==> src/rtl/uart_rx_fifo_pkg.sv <==
// Shared types and helpers for the UART receive path.
package uart_pkg;

  typedef enum logic [2:0] {
    IDLE, START, DATA, PARITY, STOP, BRK_WAIT
  } rx_state_e;

  // Bit positions inside the 3-bit per-character error tag {BI,FE,PE}
  localparam int ERR_PE = 0;
  localparam int ERR_FE = 1;
  localparam int ERR_BI = 2;

  localparam int DATA_W  = 8;
  localparam int ERR_W   = 3;
  localparam int ENTRY_W = DATA_W + ERR_W;

  // FIFO entry as stored: error tag above the data byte
  typedef struct packed {
    logic [ERR_W-1:0]  err;
    logic [DATA_W-1:0] data;
  } rx_entry_t;

  // Trigger threshold in entries for the LCR/FCR trigger code
  function automatic int trig_decode(input logic [1:0] lvl, input int depth);
    case (lvl)
      2'b00:   return 1;
      2'b01:   return depth / 4;
      2'b10:   return depth / 2;
      default: return depth - 2;
    endcase
  endfunction

  // Bits in one character frame: start + data + parity + stop(s)
  function automatic logic [3:0] char_bits(input logic [1:0] wls, input logic pen,
                                           input logic stb);
    return 4'd7 + {2'b00, wls} + {3'b000, pen} + {3'b000, stb};
  endfunction

endpackage

==> src/rtl/uart_rx_fifo_if.sv <==
// Read-side bus between the RX FIFO and the register file (RBR/LSR/IIR).
interface uart_rx_fifo_if #(parameter int FIFO_DEPTH = 16);
  localparam int LVL_W = $clog2(FIFO_DEPTH) + 1;

  logic             rd_en;
  logic             lsr_rd;
  logic [7:0]       rd_data;
  logic [2:0]       rd_err;
  logic [LVL_W-1:0] level;
  logic             dr;
  logic             trig;
  logic             oe;
  logic             fifo_err;
  logic             timeout;

  // Register-file side
  modport master (
    output rd_en, lsr_rd,
    input  rd_data, rd_err, level, dr, trig, oe, fifo_err, timeout
  );

  // Receiver side
  modport slave (
    input  rd_en, lsr_rd,
    output rd_data, rd_err, level, dr, trig, oe, fifo_err, timeout
  );
endinterface

==> src/rtl/uart_rx_fifo_sync.sv <==
// First-word-fall-through FIFO with occupancy, a one-deep mode and a per-entry tag bit.
module uart_sync_fifo #(
  parameter int WIDTH = 11,
  parameter int DEPTH = 16
) (
  input  logic                     clk,
  input  logic                     rst_n,
  input  logic                     flush,
  input  logic                     single,
  input  logic                     push,
  input  logic [WIDTH-1:0]         wdata,
  input  logic                     wflag,
  input  logic                     pop,
  output logic [WIDTH-1:0]         rdata,
  output logic [$clog2(DEPTH):0]   level,
  output logic                     full,
  output logic                     empty,
  output logic                     drop,
  output logic                     any_flag
);
  localparam int AW = $clog2(DEPTH);

  logic [WIDTH-1:0] mem [DEPTH];
  logic [AW-1:0]    wptr, rptr;
  logic [DEPTH-1:0] flags;
  logic             do_pop, do_push;

  assign empty    = (level == '0);
  assign full     = single ? !empty : (level == (AW+1)'(DEPTH));
  // Pop is taken first, so a push into a full FIFO with a same-cycle pop still lands
  assign do_pop   = pop && !empty && !flush;
  assign do_push  = push && (!full || do_pop) && !flush;
  assign drop     = push && full && !do_pop && !flush;
  assign rdata    = empty ? '0 : mem[rptr];
  assign any_flag = |flags;

  // Storage, no reset needed: reads are masked while empty
  always_ff @(posedge clk) begin
    if (do_push) mem[wptr] <= wdata;
  end

  // Pointers, occupancy and tag bits; pointers wrap naturally at DEPTH
  always_ff @(posedge clk or negedge rst_n) begin
    if (!rst_n) begin
      wptr  <= '0;
      rptr  <= '0;
      level <= '0;
      flags <= '0;
    end else if (flush) begin
      wptr  <= '0;
      rptr  <= '0;
      level <= '0;
      flags <= '0;
    end else begin
      if (do_pop) begin
        rptr        <= rptr + AW'(1);
        flags[rptr] <= 1'b0;
      end
      if (do_push) begin
        wptr        <= wptr + AW'(1);
        flags[wptr] <= wflag;
      end
      case ({do_push, do_pop})
        2'b10:   level <= level + (AW+1)'(1);
        2'b01:   level <= level - (AW+1)'(1);
        default: level <= level;
      endcase
    end
  end
endmodule

==> src/rtl/uart_rx_fifo.sv <==
// 16550-style receive path: baud tick, frame FSM, error tagging, RX FIFO and status flags.
module uart_rx_fifo
  import uart_pkg::*;
#(
  parameter int FIFO_DEPTH  = 16,
  parameter int OVERSAMPLE  = 16,
  parameter int DIV_W       = 16,
  parameter int SYNC_STAGES = 2
) (
  input  logic             PCLK,
  input  logic             PRESETn,
  input  logic [DIV_W-1:0] divisor,
  input  logic [1:0]       wls,
  input  logic             stb,
  input  logic             pen,
  input  logic             eps,
  input  logic             sp,
  input  logic             fifo_en,
  input  logic             rx_clr,
  input  logic [1:0]       trig_lvl,
  input  logic             rx,
  uart_rx_fifo_if.slave    rif
);
  localparam int LVL_W  = $clog2(FIFO_DEPTH) + 1;
  localparam int OS_W   = $clog2(OVERSAMPLE);
  localparam int TO_W   = $clog2(4 * 12 * OVERSAMPLE + 1);
  localparam logic [OS_W-1:0] OS_HALF = OS_W'(OVERSAMPLE / 2 - 1);
  localparam logic [OS_W-1:0] OS_FULL = OS_W'(OVERSAMPLE - 1);

  logic [SYNC_STAGES-1:0] rx_sync;
  logic                   rx_s;
  logic [DIV_W-1:0]       div_cnt, div_max;
  logic                   tick;
  rx_state_e              state;
  logic [OS_W-1:0]        os_cnt;
  logic [2:0]             bit_idx, nbits_m1;
  logic [7:0]             shreg;
  logic                   par_bit, rx_last;
  logic                   push, is_break, exp_par, pe;
  rx_entry_t              wentry, head;
  logic                   flush, fifo_en_q, pop, drop, empty, full, any_err;
  logic [LVL_W-1:0]       level;
  logic [TO_W-1:0]        to_cnt, to_thr;
  logic                   to_rst;

  // Line idles high, so the synchroniser resets to 1
  always_ff @(posedge PCLK or negedge PRESETn) begin
    if (!PRESETn) rx_sync <= '1;
    else          rx_sync <= {rx_sync[SYNC_STAGES-2:0], rx};
  end
  assign rx_s = rx_sync[SYNC_STAGES-1];

  // Free-running sample-tick divider; divisor 0 behaves like 1
  assign div_max = (divisor == '0) ? '0 : divisor - DIV_W'(1);
  assign tick    = (div_cnt == '0);
  always_ff @(posedge PCLK or negedge PRESETn) begin
    if (!PRESETn)  div_cnt <= '0;
    else if (tick) div_cnt <= div_max;
    else           div_cnt <= div_cnt - DIV_W'(1);
  end

  assign nbits_m1 = 3'd4 + {1'b0, wls};

  // Frame FSM; all line sampling happens on sample ticks
  always_ff @(posedge PCLK or negedge PRESETn) begin
    if (!PRESETn) begin
      state   <= IDLE;
      os_cnt  <= '0;
      bit_idx <= '0;
      shreg   <= '0;
      par_bit <= 1'b0;
      rx_last <= 1'b1;
    end else if (tick) begin
      case (state)
        IDLE: begin
          rx_last <= rx_s;
          if (rx_last && !rx_s) begin
            state  <= START;
            os_cnt <= '0;
          end
        end
        START: begin
          if (os_cnt == OS_HALF) begin
            os_cnt <= '0;
            if (rx_s) begin
              state   <= IDLE;
              rx_last <= 1'b1;
            end else begin
              state   <= DATA;
              bit_idx <= '0;
              shreg   <= '0;
            end
          end else os_cnt <= os_cnt + OS_W'(1);
        end
        DATA: begin
          if (os_cnt == OS_FULL) begin
            os_cnt         <= '0;
            shreg[bit_idx] <= rx_s;
            if (bit_idx == nbits_m1) state <= pen ? PARITY : STOP;
            else                     bit_idx <= bit_idx + 3'd1;
          end else os_cnt <= os_cnt + OS_W'(1);
        end
        PARITY: begin
          if (os_cnt == OS_FULL) begin
            os_cnt  <= '0;
            par_bit <= rx_s;
            state   <= STOP;
          end else os_cnt <= os_cnt + OS_W'(1);
        end
        STOP: begin
          // Only the first stop bit is checked; a new start may follow at once
          if (os_cnt == OS_FULL) begin
            os_cnt <= '0;
            if (is_break) state <= BRK_WAIT;
            else begin
              state   <= IDLE;
              rx_last <= rx_s;
            end
          end else os_cnt <= os_cnt + OS_W'(1);
        end
        BRK_WAIT: begin
          if (rx_s) begin
            state   <= IDLE;
            rx_last <= 1'b1;
          end
        end
        default: state <= IDLE;
      endcase
    end
  end

  // Character assembly at the stop-bit sample; the FIFO write lands on this edge
  always_comb begin
    push     = tick && (state == STOP) && (os_cnt == OS_FULL);
    is_break = (shreg == '0) && (!pen || !par_bit) && !rx_s;
    exp_par  = sp ? ~eps : (eps ? ^shreg : ~^shreg);
    pe       = pen && (par_bit != exp_par);
    wentry              = '0;
    wentry.data         = shreg;
    wentry.err[ERR_BI]  = is_break;
    wentry.err[ERR_FE]  = !rx_s;
    wentry.err[ERR_PE]  = pe && !is_break;
  end

  // Any change of fifo_en flushes just like rx_clr
  always_ff @(posedge PCLK or negedge PRESETn) begin
    if (!PRESETn) fifo_en_q <= 1'b0;
    else          fifo_en_q <= fifo_en;
  end
  assign flush = rx_clr || (fifo_en != fifo_en_q);
  assign pop   = rif.rd_en && !empty;

  uart_sync_fifo #(.WIDTH(ENTRY_W), .DEPTH(FIFO_DEPTH)) u_fifo (
    .clk      (PCLK),
    .rst_n    (PRESETn),
    .flush    (flush),
    .single   (!fifo_en),
    .push     (push),
    .wdata    (wentry),
    .wflag    (|wentry.err),
    .pop      (rif.rd_en),
    .rdata    (head),
    .level    (level),
    .full     (full),
    .empty    (empty),
    .drop     (drop),
    .any_flag (any_err)
  );

  // Sticky overrun; a new overrun beats a same-cycle LSR read
  always_ff @(posedge PCLK or negedge PRESETn) begin
    if (!PRESETn)        rif.oe <= 1'b0;
    else if (drop)       rif.oe <= 1'b1;
    else if (rif.lsr_rd) rif.oe <= 1'b0;
  end

  // Character timeout: four frame times of sample ticks with no FIFO activity
  assign to_thr = TO_W'(char_bits(wls, pen, stb)) * TO_W'(4 * OVERSAMPLE);
  assign to_rst = push || pop || flush || empty;
  always_ff @(posedge PCLK or negedge PRESETn) begin
    if (!PRESETn)                    to_cnt <= '0;
    else if (to_rst)                 to_cnt <= '0;
    else if (tick && to_cnt < to_thr) to_cnt <= to_cnt + TO_W'(1);
  end

  assign rif.rd_data  = head.data;
  assign rif.rd_err   = head.err;
  assign rif.level    = level;
  assign rif.dr       = !empty;
  assign rif.trig     = int'(level) >= trig_decode(trig_lvl, FIFO_DEPTH);
  assign rif.fifo_err = any_err;
  assign rif.timeout  = (to_cnt >= to_thr) && !empty;

endmodule

==> src/flat_wrapper.sv <==
// flat-port wrapper written by rule: the top's interface ports become plain ports
module uart_rx_fifo_flat import uart_pkg::*;
#(
  parameter int FIFO_DEPTH  = 16,
  parameter int OVERSAMPLE  = 16,
  parameter int DIV_W       = 16,
  parameter int SYNC_STAGES = 2
)
  (PCLK, PRESETn, divisor, wls, stb, pen, eps, sp, fifo_en, rx_clr, trig_lvl, rx, rif_rd_en, rif_lsr_rd, rif_rd_data, rif_rd_err, rif_level, rif_dr, rif_trig, rif_oe, rif_fifo_err, rif_timeout);
  uart_rx_fifo_if #(.FIFO_DEPTH(FIFO_DEPTH)) rif_i ();
  input  logic PCLK;
  input  logic PRESETn;
  input  logic [DIV_W-1:0] divisor;
  input  logic [1:0] wls;
  input  logic stb;
  input  logic pen;
  input  logic eps;
  input  logic sp;
  input  logic fifo_en;
  input  logic rx_clr;
  input  logic [1:0] trig_lvl;
  input  logic rx;
  input wire logic [$bits(rif_i.rd_en)-1:0] rif_rd_en;
  input wire logic [$bits(rif_i.lsr_rd)-1:0] rif_lsr_rd;
  output wire logic [$bits(rif_i.rd_data)-1:0] rif_rd_data;
  output wire logic [$bits(rif_i.rd_err)-1:0] rif_rd_err;
  output wire logic [$bits(rif_i.level)-1:0] rif_level;
  output wire logic [$bits(rif_i.dr)-1:0] rif_dr;
  output wire logic [$bits(rif_i.trig)-1:0] rif_trig;
  output wire logic [$bits(rif_i.oe)-1:0] rif_oe;
  output wire logic [$bits(rif_i.fifo_err)-1:0] rif_fifo_err;
  output wire logic [$bits(rif_i.timeout)-1:0] rif_timeout;
  assign rif_i.rd_en = rif_rd_en;
  assign rif_i.lsr_rd = rif_lsr_rd;
  assign rif_rd_data = rif_i.rd_data;
  assign rif_rd_err = rif_i.rd_err;
  assign rif_level = rif_i.level;
  assign rif_dr = rif_i.dr;
  assign rif_trig = rif_i.trig;
  assign rif_oe = rif_i.oe;
  assign rif_fifo_err = rif_i.fifo_err;
  assign rif_timeout = rif_i.timeout;
  uart_rx_fifo #(.FIFO_DEPTH(FIFO_DEPTH), .OVERSAMPLE(OVERSAMPLE), .DIV_W(DIV_W), .SYNC_STAGES(SYNC_STAGES)) u_core (.PCLK(PCLK), .PRESETn(PRESETn), .divisor(divisor), .wls(wls), .stb(stb), .pen(pen), .eps(eps), .sp(sp), .fifo_en(fifo_en), .rx_clr(rx_clr), .trig_lvl(trig_lvl), .rx(rx), .rif(rif_i));
endmodule
==> config.mk <==
export PLATFORM = sky130hd
export DESIGN_NAME = uart_rx_fifo_flat
export DESIGN_NICKNAME = d
export VERILOG_FILES = /design/src/rtl/uart_rx_fifo_pkg.sv /design/src/rtl/uart_rx_fifo_if.sv /design/src/rtl/uart_rx_fifo_sync.sv /design/src/rtl/uart_rx_fifo.sv /design/src/flat_wrapper.sv
export SDC_FILE = /design/constraint.sdc
export NUM_CORES = 1
export LEC_CHECK = 0
export ABC_CLOCK_PERIOD_IN_PS = 5000
export CAP_MARGIN = 10
export CORE_MARGIN = 1.5
export CORE_UTILIZATION = 50
export CTS_CLUSTER_DIAMETER = 60
export DETAILED_ROUTE_END_ITERATION = 10
export DONT_BUFFER_PORTS = 1
export PLACE_DENSITY = 0.63
export SYNTH_ARGS = -nofsm -noshare
export SYNTH_HDL_FRONTEND = slang
export SYNTH_SLANG_ARGS = --single-unit
==> constraint.sdc <==
create_clock -name PCLK -period 5 [get_ports PCLK]
set_input_delay 0.5 -clock PCLK [delete_from_list [all_inputs] [get_ports PCLK]]
set_output_delay 0.5 -clock PCLK [all_outputs]
set_load 0.02 [all_outputs]
==> qor.txt <==
====================================================================================
Initial antenna violation count                                                    0
Count of input and output buffers                                                  0
Hold Path Stages                                                                   1
First-pass GRT wire length                                                  41500 µm
Drc violations                                                                     0
Via Count                                                                       7304
Final Hold Fails                                                                   0
Total Power                                                                  4.54 mW
CP max FO                                                                         28
Post-synth EDFFs                                                                 176
Share of power burned in the clock network                                     48.9%
Met3 Resource Use GR                                                           3.65%
Post-synth top area share                                                      43.1%
Worst Setup Start Kind                                                     flip-flop
Endpoints failing setup                                                            0
Share of the clock period used by the worst path after layout                  75.6%
Post-DRT Antenna Nets                                                              0
Syn Inst Count                                                                   898
Post-Synthesis Mean Instance Area                                           13.6 µm²
Iter 0 DRT Violations                                                            614
Worst slack on hold paths                                                  0.0557 ns
Max-slew headroom                                                              26.6%
Int Power                                                                    3.58 mW
Portion of total power attributed to combinational logic                        1.6%
Setup repair after global routing missed its margin                            false
GR Layer Usage met1                                                            30.4%
Global route total overflow                                                        0
Max Clock Skew                                                             0.0145 ns
Number of antenna diodes                                                           0
TritonCTS clock tree                                                           built
Switching Share                                                                21.1%
Tot GR Track Use                                                               21.0%
Layout area overhead                                                           10.9%
Share of cells above drive strength 1                                          14.8%
Clk_lat worst skew                                                           0.56 ns
Worst Tran Pin Value                                                         1.10 ns
VDD IR-drop max                                                           0.000236 V
Syn_nets                                                                         963
Sequential area share after synthesis                                          59.3%
CP Data Required Time                                                        5.48 ns
Total detailed-routing wirelength                                           25600 µm
Top cells by area, synth                                                edfxtp_1, dfrtp_1, mux4_2
Core area                                                                 0.0242 mm²
Total clock sinks                                                                255
HP Start                                                                  rif_lsr_rd
Worst flop-to-flop path endpoint                                        u_core.u_fifo.level[4]
Final period demand of the worst path                                        3.78 ns
Largest net degree at the start of global routing                                 80
Register bit count reported by yosys                                             255
Clock Path Buffers                                                                 3
Cell taking the most area after synthesis                                   edfxtp_1
Number of max-capacitance violations reported                                      0
Worst Setup Path Type                                                   flip-flop to flip-flop
Vertical extent of the die                                                    160 µm
Hold Path End                                                           u_core.rif.oe
Cell chosen for the clock root                                             clkbuf_16
Data arrival time of the critical path                                       4.26 ns
Depth of the most critical reg-to-reg path                                        13
Pwr Density                                                               334 mW/mm²
Clock slew seen by the registers of the worst setup and hold paths           0.06 ns
Setup bufs post-CTS                                                                0
X dimension of the die                                                        160 µm
Main flop type after synthesis                                              edfxtp_1
Cell area after layout                                                    0.0136 mm²
Number of global-route vias before repair                                       7387
Internal reg-to-reg setup slack                                              1.22 ns
Proportion of synthesized flip-flops having asynchronous set or reset          31.0%
Die area                                                                  0.0255 mm²
Path class of the lowest-slack min-delay path                           primary input to flip-flop
Achievable Freq                                                              265 MHz
Level count of the clock H-tree                                                    1
Outcome                                                                 finished clean
Number of nets in the final layout                                               961
Standby leakage power                                                        4.89 nW
TritonCTS buffer count                                                            29
Standard-cell row count                                                           57
Cell area after technology mapping                                        0.0123 mm²
Accumulated negative setup slack                                                0 ns
Initial Util                                                                   50.7%
M2 GR Usage                                                                    32.9%
Switching power summed over all nets                                        0.956 mW
Vias/cell                                                                       5.88
Average wire per cell in the routed design                                   20.6 µm
Detailed-placement wirelength estimate                                      16200 µm
Count of different cell masters after synthesis                                   70
Endpoint class of the critical path                                        flip-flop
Sequential group share of total power                                          49.5%
Max-slew violation total from the final report                                     0
Placed cell area                                                          0.0125 mm²
Syn. warnings                                                                      0
Routability-driven placement congestion ratio                                  0.819
RR Startpoint                                                           u_core.u_fifo.level[1]
Number of placed I/O pins                                                         52
Worst path setup slack after routing                                         1.22 ns
First-pass iteration count of the detailed router                                  5
Worst setup timing slack at the placement stage                              1.28 ns
Most congested layer reported by global routing                                 met2
====================================================================================
## layout make-up
type / instances / area (µm²)
Sequential cell: 255 / 7270
Fill cell: 1950 / 10600
Clock buffer: 33 / 751
Timing Repair Buffer: 9 / 95.1
Tap cell: 324 / 405
Inverter: 42 / 158
Clock inverter: 21 / 259
Multi-Input combinational cell: 559 / 4650
## placed cells by master (no fill, tap or decap), drive strengths merged, types with 11 or more instances in the layout
cell	Yosys	final
a21oi	21	21
and2	14	14
and3	19	19
clkbuf	31	33
dfrtp	76	76
edfxtp	176	176
ha	33	33
inv	42	49
mux4	55	55
nand2	58	58
nand3	24	24
nand4	29	29
nor2	52	52
nor2b	11	11
nor3	15	15
nor4	14	14
o21ai	62	62
xnor2	34	34
xor2	21	21
## power groups by stage
stage	sequential (mW)	clock, mW	combinational, mW
after floorplan	2.29	0	0.0427
after global placement	2.29	0	0.0536
after detailed placement	2.29	0	0.0543
after CTS	2.25	2.26	0.0729
after global routing	2.24	2.33	0.0824
final	2.25	2.22	0.0705
## worst max-delay path by stage
stage	from	end	slack (ns)	cells past startpoint
finish	u_core.u_fifo.level[1]	u_core.u_fifo.level[4]	1.22	13
global route	u_core.u_fifo.level[1]	u_core.u_fifo.level[4]	0.86	13
CTS	u_core.u_fifo.level[1]	u_core.u_fifo.level[4]	1.23	13
detailed placement	u_core.u_fifo.level[1]	u_core.u_fifo.level[4]	1.28	13
global placement	u_core.u_fifo.level[1]	u_core.u_fifo.level[4]	1.37	13
floorplan	u_core.u_fifo.level[1]	u_core.u_fifo.level[4]	1.41	15
## worst max-delay path: stages (launching register included)
cell	delay, ns
dfrtp_1	0.54
or4_1	0.73
mux2i_4	0.28
a2111oi_4	0.34
buf_4	0.29
inv_1	0.09
ha_1	0.24
xor2_1	0.17
ha_1	0.22
nand3_1	0.09
o21ai_0	0.11
a222oi_1	0.10
or3_1	0.33
a21oi_1	0.15
## cells in the mapped netlist, types with 6 or more instances
library cell,number
edfxtp_1,176
dfrtp_1,76
o21ai_0,60
nand2_1,58
mux4_2,55
nor2_1,51
inv_1,41
xnor2_1,34
ha_1,33
clkbuf_1,29
nand4_1,27
nand3_1,24
xor2_1,21
a21oi_1,20
and3_1,18
nor3_1,15
and2_1,14
nor2b_1,11
nor4_1,10
o31ai_1,10
or2_1,8
or3_1,7
buf_2,6
nand2b_1,6
## cells by family (layout without fill, tap and decap cells)
family,after synthesis,after routing,synth area share [%]
AO/OA/AOI/OAI,129,129,6.92
XOR/XNOR,55,55,3.93
adder cells (fa/ha/maj),34,34,3.53
buffers and inverters,84,105,2.84
flip-flops,255,255,59.3
multiplexers,62,62,10.8
AND/OR/NAND/NOR,279,279,12.7
## registers in the layout (all words and copies together), names as in the netlist
register	flops
u_core.bit_idx	3
u_core.div_cnt	16
u_core.fifo_en_q	1
u_core.os_cnt	4
u_core.par_bit	1
u_core.rif.oe	1
u_core.rx_last	1
u_core.rx_sync	2
u_core.shreg	8
u_core.state	3
u_core.to_cnt	10
u_core.u_fifo.flags	16
u_core.u_fifo.level	5
u_core.u_fifo.mem	176
u_core.u_fifo.rptr	4
u_core.u_fifo.wptr	4
## through the flow
| step | instances | utilization, % |
|---|---|---|
| final | 1243 | 56.2 |
| after global routing | 1243 | 56.2 |
| after CTS | 1243 | 56.2 |
| after global placement | 1185 | 51.8 |
| after floorplan | 898 | - |
| after detailed placement | 1185 | 51.8 |
## repair_timing
action / 4_1_cts / 5_1_grt
gates resized for setup: 0 / 0
hold buffers: 4 / 0
endpoints found under the hold margin: 81 / 0
## layer usage
metal / part of all wire (%) / wire length, µm
met5: 0 / 0
met4: 2.3 / 579
met3: 5.9 / 1520
met2: 47 / 12100
met1: 45 / 11500
Power figures use the tool's default switching activity.
